### config.mk
export PLATFORM = sky130hd
export DESIGN_NAME = adder_pipe_gl
export DESIGN_NICKNAME = d
export VERILOG_FILES = /design/src/rtl/adder_pipe_gl_pkg.sv /design/src/rtl/adder_seg_csel_gl.sv /design/src/rtl/adder_pipe_gl.sv
export VERILOG_INCLUDE_DIRS = /design/src /design/src/rtl
export SDC_FILE = /design/constraint.sdc
export NUM_CORES = 1
export LEC_CHECK = 0
export CAP_MARGIN = 10
export CORE_UTILIZATION = 55
export DETAILED_ROUTE_END_ITERATION = 8
export PLACE_DENSITY = 0.89
export SYNTH_ARGS = -nofsm -noshare
export SYNTH_HDL_FRONTEND = slang
export SYNTH_SLANG_ARGS = --single-unit
### constraint.sdc
create_clock -name clk -period 4 [get_ports clk]
set_clock_uncertainty 0.1 [all_clocks]
set_input_delay 0.8 -clock clk [delete_from_list [all_inputs] [get_ports clk]]
set_output_delay 0.8 -clock clk [all_outputs]
set_load 0.02 [all_outputs]
### src/rtl/adder_pipe_defs.v
// Stage-count derivation and configuration legality shared by ALU blocks.
`ifndef ADDER_PIPE_DEFS_V
`define ADDER_PIPE_DEFS_V

`define ADDER_PIPE_NSEG(nbits, segbits) ((nbits) / (segbits))

`define ADDER_PIPE_CFG_OK(nbits, segbits) \
    (((segbits) > 0) && ((nbits) > 0) && (((nbits) % (segbits)) == 0))

`endif

### src/rtl/adder_pipe_gl_pkg.sv
// Shared defaults and helpers for the carry-select pipelined adder.
package adder_pipe_gl_pkg;

    localparam int unsigned DEF_NBITS    = 32;
    localparam int unsigned DEF_SEG_BITS = 8;

    // Two's-complement overflow: operands agree in sign, result does not.
    function automatic logic ovf_calc(
        input logic a_msb,
        input logic b_msb,
        input logic s_msb
    );
        return (a_msb == b_msb) && (s_msb != a_msb);
    endfunction

endpackage

### src/rtl/adder_seg_csel_gl.sv
// Stateless carry-select segment: both carry-in sums, muxed by the real carry.
module adder_seg_csel_gl
    import adder_pipe_gl_pkg::*;
#(
    parameter int unsigned p_w = DEF_SEG_BITS
) (
    input  logic [p_w-1:0] i_a,
    input  logic [p_w-1:0] i_b,
    input  logic           i_cin,
    output logic [p_w-1:0] o_sum_c,
    output logic           o_cout_c
);

    localparam int unsigned W1 = p_w + 1;

    logic [p_w:0] w_s0;
    logic [p_w:0] w_s1;

    // Precompute carry-0 and carry-1 results, then select.
    assign w_s0                = {1'b0, i_a} + {1'b0, i_b};
    assign w_s1                = w_s0 + W1'(1);
    assign {o_cout_c, o_sum_c} = i_cin ? w_s1 : w_s0;

endmodule

### src/rtl/adder_pipe_gl.sv
// Pipelined carry-select add/sub: one segment resolved per stage, valid/ready flow.
`include "adder_pipe_defs.v"

module adder_pipe_gl
    import adder_pipe_gl_pkg::*;
#(
    parameter int unsigned p_nbits    = DEF_NBITS,
    parameter int unsigned p_seg_bits = DEF_SEG_BITS
) (
    input  logic               clk,
    input  logic               rst_n,
    input  logic               in_val,
    output logic               in_rdy,
    input  logic [p_nbits-1:0] in0,
    input  logic [p_nbits-1:0] in1,
    input  logic               cin,
    input  logic               sub,
    output logic               out_val,
    input  logic               out_rdy,
    output logic [p_nbits-1:0] sum,
    output logic               cout,
    output logic               ovf,
    output logic               zero
);

    localparam int unsigned NSEG = `ADDER_PIPE_NSEG(p_nbits, p_seg_bits);
    localparam int unsigned LAST = NSEG - 1;
    localparam int unsigned MSB  = p_nbits - 1;

    if (!(`ADDER_PIPE_CFG_OK(p_nbits, p_seg_bits))) begin : g_bad_cfg
        $error("adder_pipe_gl: p_nbits must be a positive multiple of p_seg_bits");
    end

    // Per-stage registers: operands travel with the partially resolved sum.
    logic [NSEG-1:0]       r_val;
    logic [NSEG-1:0]       r_c;
    logic [p_nbits-1:0]    r_a [NSEG];
    logic [p_nbits-1:0]    r_b [NSEG];
    logic [p_nbits-1:0]    r_s [NSEG];
    logic                  r_zero;

    logic [p_nbits-1:0]    w_beff;
    logic                  w_ceff;
    logic [NSEG-1:0]       w_adv;
    logic [NSEG-1:0]       w_v_src;
    logic [NSEG-1:0]       w_c_src;
    logic [NSEG-1:0]       w_seg_co;
    logic [p_nbits-1:0]    w_a_src [NSEG];
    logic [p_nbits-1:0]    w_b_src [NSEG];
    logic [p_nbits-1:0]    w_s_src [NSEG];
    logic [p_nbits-1:0]    w_s_nx  [NSEG];
    logic [p_seg_bits-1:0] w_seg_sum [NSEG];

    assign w_beff = sub ? ~in1 : in1;
    assign w_ceff = cin ^ sub;

    // Advance chain: a stage moves if it is empty or everything downstream moves.
    always_comb begin
        logic v_go;
        v_go  = out_rdy;
        w_adv = '0;
        for (int k = int'(LAST); k >= 0; k--) begin
            v_go     = v_go | ~r_val[k];
            w_adv[k] = v_go;
        end
    end

    // Stage inputs: stage 0 takes the port operands, stage k takes stage k-1.
    always_comb begin
        w_v_src    = '0;
        w_c_src    = '0;
        w_v_src[0] = in_val;
        w_c_src[0] = w_ceff;
        w_a_src[0] = in0;
        w_b_src[0] = w_beff;
        w_s_src[0] = '0;
        for (int k = 1; k < int'(NSEG); k++) begin
            w_v_src[k] = r_val[k-1];
            w_c_src[k] = r_c[k-1];
            w_a_src[k] = r_a[k-1];
            w_b_src[k] = r_b[k-1];
            w_s_src[k] = r_s[k-1];
        end
    end

    // One carry-select segment per stage.
    for (genvar k = 0; k < NSEG; k++) begin : g_seg
        adder_seg_csel_gl #(
            .p_w      (p_seg_bits)
        ) u_seg (
            .i_a      (w_a_src[k][k*p_seg_bits +: p_seg_bits]),
            .i_b      (w_b_src[k][k*p_seg_bits +: p_seg_bits]),
            .i_cin    (w_c_src[k]),
            .o_sum_c  (w_seg_sum[k]),
            .o_cout_c (w_seg_co[k])
        );
    end

    // Splice each stage's freshly resolved segment into the running sum.
    always_comb begin
        for (int k = 0; k < int'(NSEG); k++) begin
            w_s_nx[k] = w_s_src[k];
            w_s_nx[k][k*p_seg_bits +: p_seg_bits] = w_seg_sum[k];
        end
    end

    // Pipeline registers; async clear drops every in-flight transaction.
    always_ff @(posedge clk or negedge rst_n) begin
        if (!rst_n) begin
            r_val  <= '0;
            r_c    <= '0;
            r_zero <= 1'b0;
            for (int k = 0; k < int'(NSEG); k++) begin
                r_a[k] <= '0;
                r_b[k] <= '0;
                r_s[k] <= '0;
            end
        end else begin
            for (int k = 0; k < int'(NSEG); k++) begin
                if (w_adv[k]) begin
                    r_val[k] <= w_v_src[k];
                    r_c[k]   <= w_seg_co[k];
                    r_a[k]   <= w_a_src[k];
                    r_b[k]   <= w_b_src[k];
                    r_s[k]   <= w_s_nx[k];
                end
            end
            if (w_adv[LAST]) begin
                r_zero <= (w_s_nx[LAST] == '0);
            end
        end
    end

    assign in_rdy  = w_adv[0];
    assign out_val = r_val[LAST];
    assign sum     = r_s[LAST];
    assign cout    = r_c[LAST];
    assign zero    = r_zero;
    assign ovf     = ovf_calc(r_a[LAST][MSB], r_b[LAST][MSB], r_s[LAST][MSB]);

endmodule

Yosys cells after proc, flatten, opt, wreduce, memory -nomap -nowiden
Index checks and enable logic that the tools add are counted.
- add/sub/neg operators: 8
- $mul: 0
- div/mod/pow operators: 0
- $lt $le $gt $ge: 0
- equal/unequal tests: 2
- shift operators: 0
- multiplexer cells: 5
- bitwise logic cells: 10
- reduce and logical (&&, ||, !) cells: 2
- operator list (operator ; number):
    $add A8 B8 Y9 ; 4
    $add A9 B1 Y9 const B ; 4
    $mux W9 ; 4
    $logic_not A32 Y1 ; 1
    $mux W32 ; 1
    $not A32 Y32 ; 1
    $not A1 Y1 ; 4
    $or A1 B1 Y1 ; 4
    $eq A1 B1 Y1 ; 1
    $logic_and A1 B1 Y1 ; 1
    $ne A1 B1 Y1 ; 1
    $xor A1 B1 Y1 ; 1
- bits in registers: 345
- latch bits: 0
- RAM bits: 0
- memory bits (read-only): 0
- bits of input ports: 70
- output and inout port bits: 37
- logic and storage cells: 48
- memories: 0

Logic depth before layout (Yosys ltp)
- depth after elaboration: 5
- depth in mapped cells: 13
- gate-level depth less buffers: 11

Cells and area by module
From an unflattened synthesis, not the netlist that was laid out.
- cells, all modules: 756
- area, all modules: 9614.2 sq um
- by module, submodules not included (module ; instances ; cells each ; area an instance (sq um) ; sequential area each (sq um)):
    adder_pipe_gl ; 1 ; 512 ; 7637.3 ; 4679.5
    adder_seg_csel_gl ; 4 ; 61 ; 494.2 ; 0.0

Worst setup path before layout
OpenSTA, ideal clock, no wires.
- path type: input to register
- from: in sub
- to: reg r_c[0]
- library setup time: 95 ps
- arrival time: 3617 ps
- required time: 3805 ps
- path slack: 188 ps
- stages on the path: 13
- buffers on the path: 2
- path through: buf_4 buf_1 xor2_1 ha_1 inv_1 fa_1 inv_1 ha_1 nand2_1 nor4_1 nand3_2 o311a_1 o31ai_1
- word-level cells in the longest chain between the ends: 4
- elaborated cells on any way between the ends: 5
- those cells by class: add/sub (2); mux (2); bitwise (1)
- RTL lines (item ; line ; source):
    start, declared ; adder_pipe_gl.sv:17 ; input logic sub,
    $mux W32 ; adder_pipe_gl.sv:54 ; assign w_beff = sub ? ~in1 : in1;
    $add A8 B8 Y9 ; adder_seg_csel_gl.sv:20 ; assign w_s0 = {1'b0, i_a} + {1'b0, i_b};
    $add A9 B1 Y9 ; adder_seg_csel_gl.sv:21 ; assign w_s1 = w_s0 + W1'(1);
    $mux W9 * ; adder_seg_csel_gl.sv:22 ; assign {o_cout_c, o_sum_c} = i_cin ? w_s1 : w_s0;
    end signal, assigned by index ; adder_pipe_gl.sv:122 ; r_c[k] <= w_seg_co[k];
    end, declared ; adder_pipe_gl.sv:36 ; logic [NSEG-1:0] r_c;
Every way passes the cells marked *; elsewhere a longest branch is shown, timed or not.
A chain may end at the register's enable or synchronous reset.

Worst setup path after layout
- from: in in1[0]
- to: reg r_c[0]
- word-level cells in the longest chain between the ends: 5
- RTL lines (item ; line ; source):
    start, declared ; adder_pipe_gl.sv:15 ; input logic [p_nbits-1:0] in1,
    $not A32 Y32 ; adder_pipe_gl.sv:54 ;
    $mux W32 * ; adder_pipe_gl.sv:54 ;
    $add A8 B8 Y9 * ; adder_seg_csel_gl.sv:20 ;
    $add A9 B1 Y9 ; adder_seg_csel_gl.sv:21 ;
    $mux W9 * ; adder_seg_csel_gl.sv:22 ;
Marked as above.

==> metrics.yaml <==
wl_per_cell_um: 15.0
synth_largest_area_cell: "dfrtp_1"
fillers: 1251
reg2regPathDepth: 8
antenna_found_initial: 0
overflow: 0
clk_latency_ns: 0.44
crit_chain: "clkdlybuf4s50_1 -> xor2_1 -> ha_1 -> inv_1 -> fa_1 -> inv_1 -> ha_1 -> nand2_1 -> nor4_1 -> nand3_2 -> o311a_1 -> o31ai_1"
p_leak_nw: 5.09
fin_hold_ws_ns: 0.255
grt_pass1_wl_um: 33300
maxCapViolations: 0
maxSlewViolCount: 0
vias: 6981
cts_setup_buffers: 0
yosysWarnings: 0
synth_top_cell_area_share_pct: 49.6
synth_xor_area_share_pct: 6.85
irDropWorstVdd_mv: 0.380
ys.flop_type: "dfrtp_1"
cts_tree: "done"
cp_num_buf_inv: 3
htreeDepth: 4
place.gp.congestion: 0.801
muxShareOfSynthArea_pct: 4.50
powerDensity_nw_per_um2: 656
detailed_place_hpwl_um: 13300
final_util_pct: 66.7
max_freq_mhz: 289
initial_core_util_pct: 56.7
drtIter0Drc: 598
antenna_cells: 0
die_w_um: 133
rows: 47
clock_sinks: 187
wl_um: 19300
grt_max_degree: 85
synth_simple_gate_area_share_pct: 19.8
synth_enable_flop_cells: 0
status: "finished, final reports clean"
setup_viol_count_final: 0
clockRootBuffer: "clkbuf_16"
final.period_utilization_pct: 86.6
grt_setup_unrepaired: "false"
grt_usage_pct: 23.8
first_global_vias: 6947
crit_family: "adder cells"
cts_buffer_depth: 2
die_area_um2: 17700
finalHoldViolCount: 0
tightest_slew_ns: 0.784
vias_per_cell: 5.42
synth_fp_nets: 1102
cts_made_buffers: 17
max_slew_margin_pct: 47.7
pin_count: 107
fin_nets: 1166
synth_compound_area_share_pct: 8.76
area_growth_pct: 17.8
worstSetupStartpointType: "primary input"
cts_hold_buffers: 0
slowest_delay_ns: 0.49
chipHeight_um: 133
path_clk_slew_ns: 0.06
r2r-end: "r_c[2]"
cp-end-kind: "flip-flop"
yosysSeqAreaShare_pct: 49.6
syn_avg_cell_area_um2: 9.51
port_buffers: 106
cts.repair.resized: 0
path_max_fanout: 3
drc: 0
syn_inst: 992
slowest_stage: "nor4_1"
critPathKind: "primary input to flip-flop"
fin_crit_ns: 3.47
postRouteAntennaNets: 0
holdCritPathClass: "primary input to asynchronous set/reset pin"
ys_top_cells_by_area: "dfrtp_1 50%, nand2_1 12%, ha_1 4.8%"
syn_area_um2: 9430
final_area_um2: 11100
place_area_um2: 10500
core_um2: 16600
cp.arrival_ns: 3.71
synth-seq-cells: 187
first_pass_iters: 6
synth_top_family_by_area: "simple AND/OR/NAND/NOR gates"
synth_cell_types: 61
r2r_slack_ns: 1.05
critical_path_required_ns: 4.24
synthArstFlopShare_pct: 100
synthAdderAreaFrac_pct: 5.63
tns_ns: 0
r2r_start: "r_b[80]"
p_total_mw: 7.29
drive_above_1_share_pct: 9.17
==> power by group <==
part	internal (mW)	switching (mW)	leakage, nW
combinational	1.20	1.39	2.56
clock	1.11	0.724	0.319
sequential	2.45	0.414	2.20
==> worst max path at each step <==
stage | start | to | slack, ns | depth (start not counted)
3_5_place_dp | in1[0] | r_c[0] | 0.06 | 12
5_1_grt | in1[0] | r_c[0] | 0.28 | 12
4_1_cts | in1[0] | r_c[0] | 0.52 | 12
2_1_floorplan | sub | r_c[0] | 0.19 | 13
3_3_place_gp | in1[0] | r_c[0] | 0.22 | 12
6_report | in1[0] | r_c[0] | 0.53 | 12
==> logic make-up (layout without fill, tap and decap cells) <==
logic type,after synthesis,count (layout)
mux,38,38
simple gates,442,442
compound gates,130,130
buf+inv,85,162
xor+xnor,70,70
fa+ha+maj,40,40
flops,187,187
==> stage by stage <==
step | std cells | setup WS [ns]
floorplan | 992 | 0.188
global placement | 1257 | 0.220
detailed placement | 1257 | 0.0633
CTS | 1289 | 0.519
global route | 1289 | 0.276
finish | 1289 | 0.535
==> final cells by class <==
| class | instances | area (µm²) | share of cell area (%) |
|---|---|---|---|
| multi-input combinational | 720 | 4300 | 38.7 |
| sequential | 187 | 4680 | 42.1 |
| timing repair buffer | 118 | 1160 | 10.4 |
| tap | 220 | 275 | 2.48 |
| clock inverter | 15 | 220 | 1.98 |
| clock buffer | 17 | 425 | 3.83 |
| inverter | 12 | 45.0 | 0.406 |
==> synth_stat cells, types with 2 or more instances <==
library cell	number
a2111oi_0	2
a211o_1	4
a211oi_1	6
a21o_1	5
a21oi_1	55
a221oi_1	4
a31o_1	2
a31oi_1	2
and2_1	2
and3_1	7
and4_1	3
buf_1	10
buf_4	33
clkbuf_1	28
dfrtp_1	187
fa_1	4
ha_1	36
inv_1	11
mux2_2	35
mux2i_1	3
nand2_1	300
nand2b_1	6
nand3_1	10
nand4_1	10
nor2_1	62
nor2b_1	2
nor3_1	13
nor3b_1	3
nor4_1	10
nor4b_1	2
o2111ai_1	2
o211ai_1	2
o21a_1	5
o21ai_0	13
o21ai_1	7
o21ba_2	3
o22ai_1	2
o311a_1	2
o31a_1	2
o31ai_1	5
or2_2	5
or3_1	2
xnor2_1	46
xor2_1	22
==> flip-flops by register name, summed over array words and instances, names as in the netlist <==
name and cells:
r_a 49, r_b 49, r_s 48, sum 32, r_c 4, r_val 4, zero 1
==> layer usage <==
layer | GRT usage [%] | wire length [µm] | up-vias
met1 | 31.8 | 8910 | 3339
met4 | 6.58 | 251 | 0
met5 | 1.39 | 0 | -
met3 | 5.67 | 975 | 19
li1 | - | - | 3432
met2 | 38.5 | 9130 | 191
==> placed cells by master (no fill, tap or decap), types with 6 or more instances in the layout <==
cell type        instances
dfrtp_1                187
nand3_1                 10
and3_1                   7
mux2_2                  35
nor3_1                  13
a21oi_1                 55
o21ai_1                  7
nor2_1                  62
nand4_1                 10
o21ai_0                 13
a211oi_1                 6
xnor2_1                 46
clkdlybuf4s50_1        104
nand2b_1                 6
inv_1                   11
nand2_1                300
nor4_1                  10
clkbuf_16               17
ha_1                    36
buf_4                   11
xor2_1                  22
Note: power is estimated with default switching activity, not from simulation.
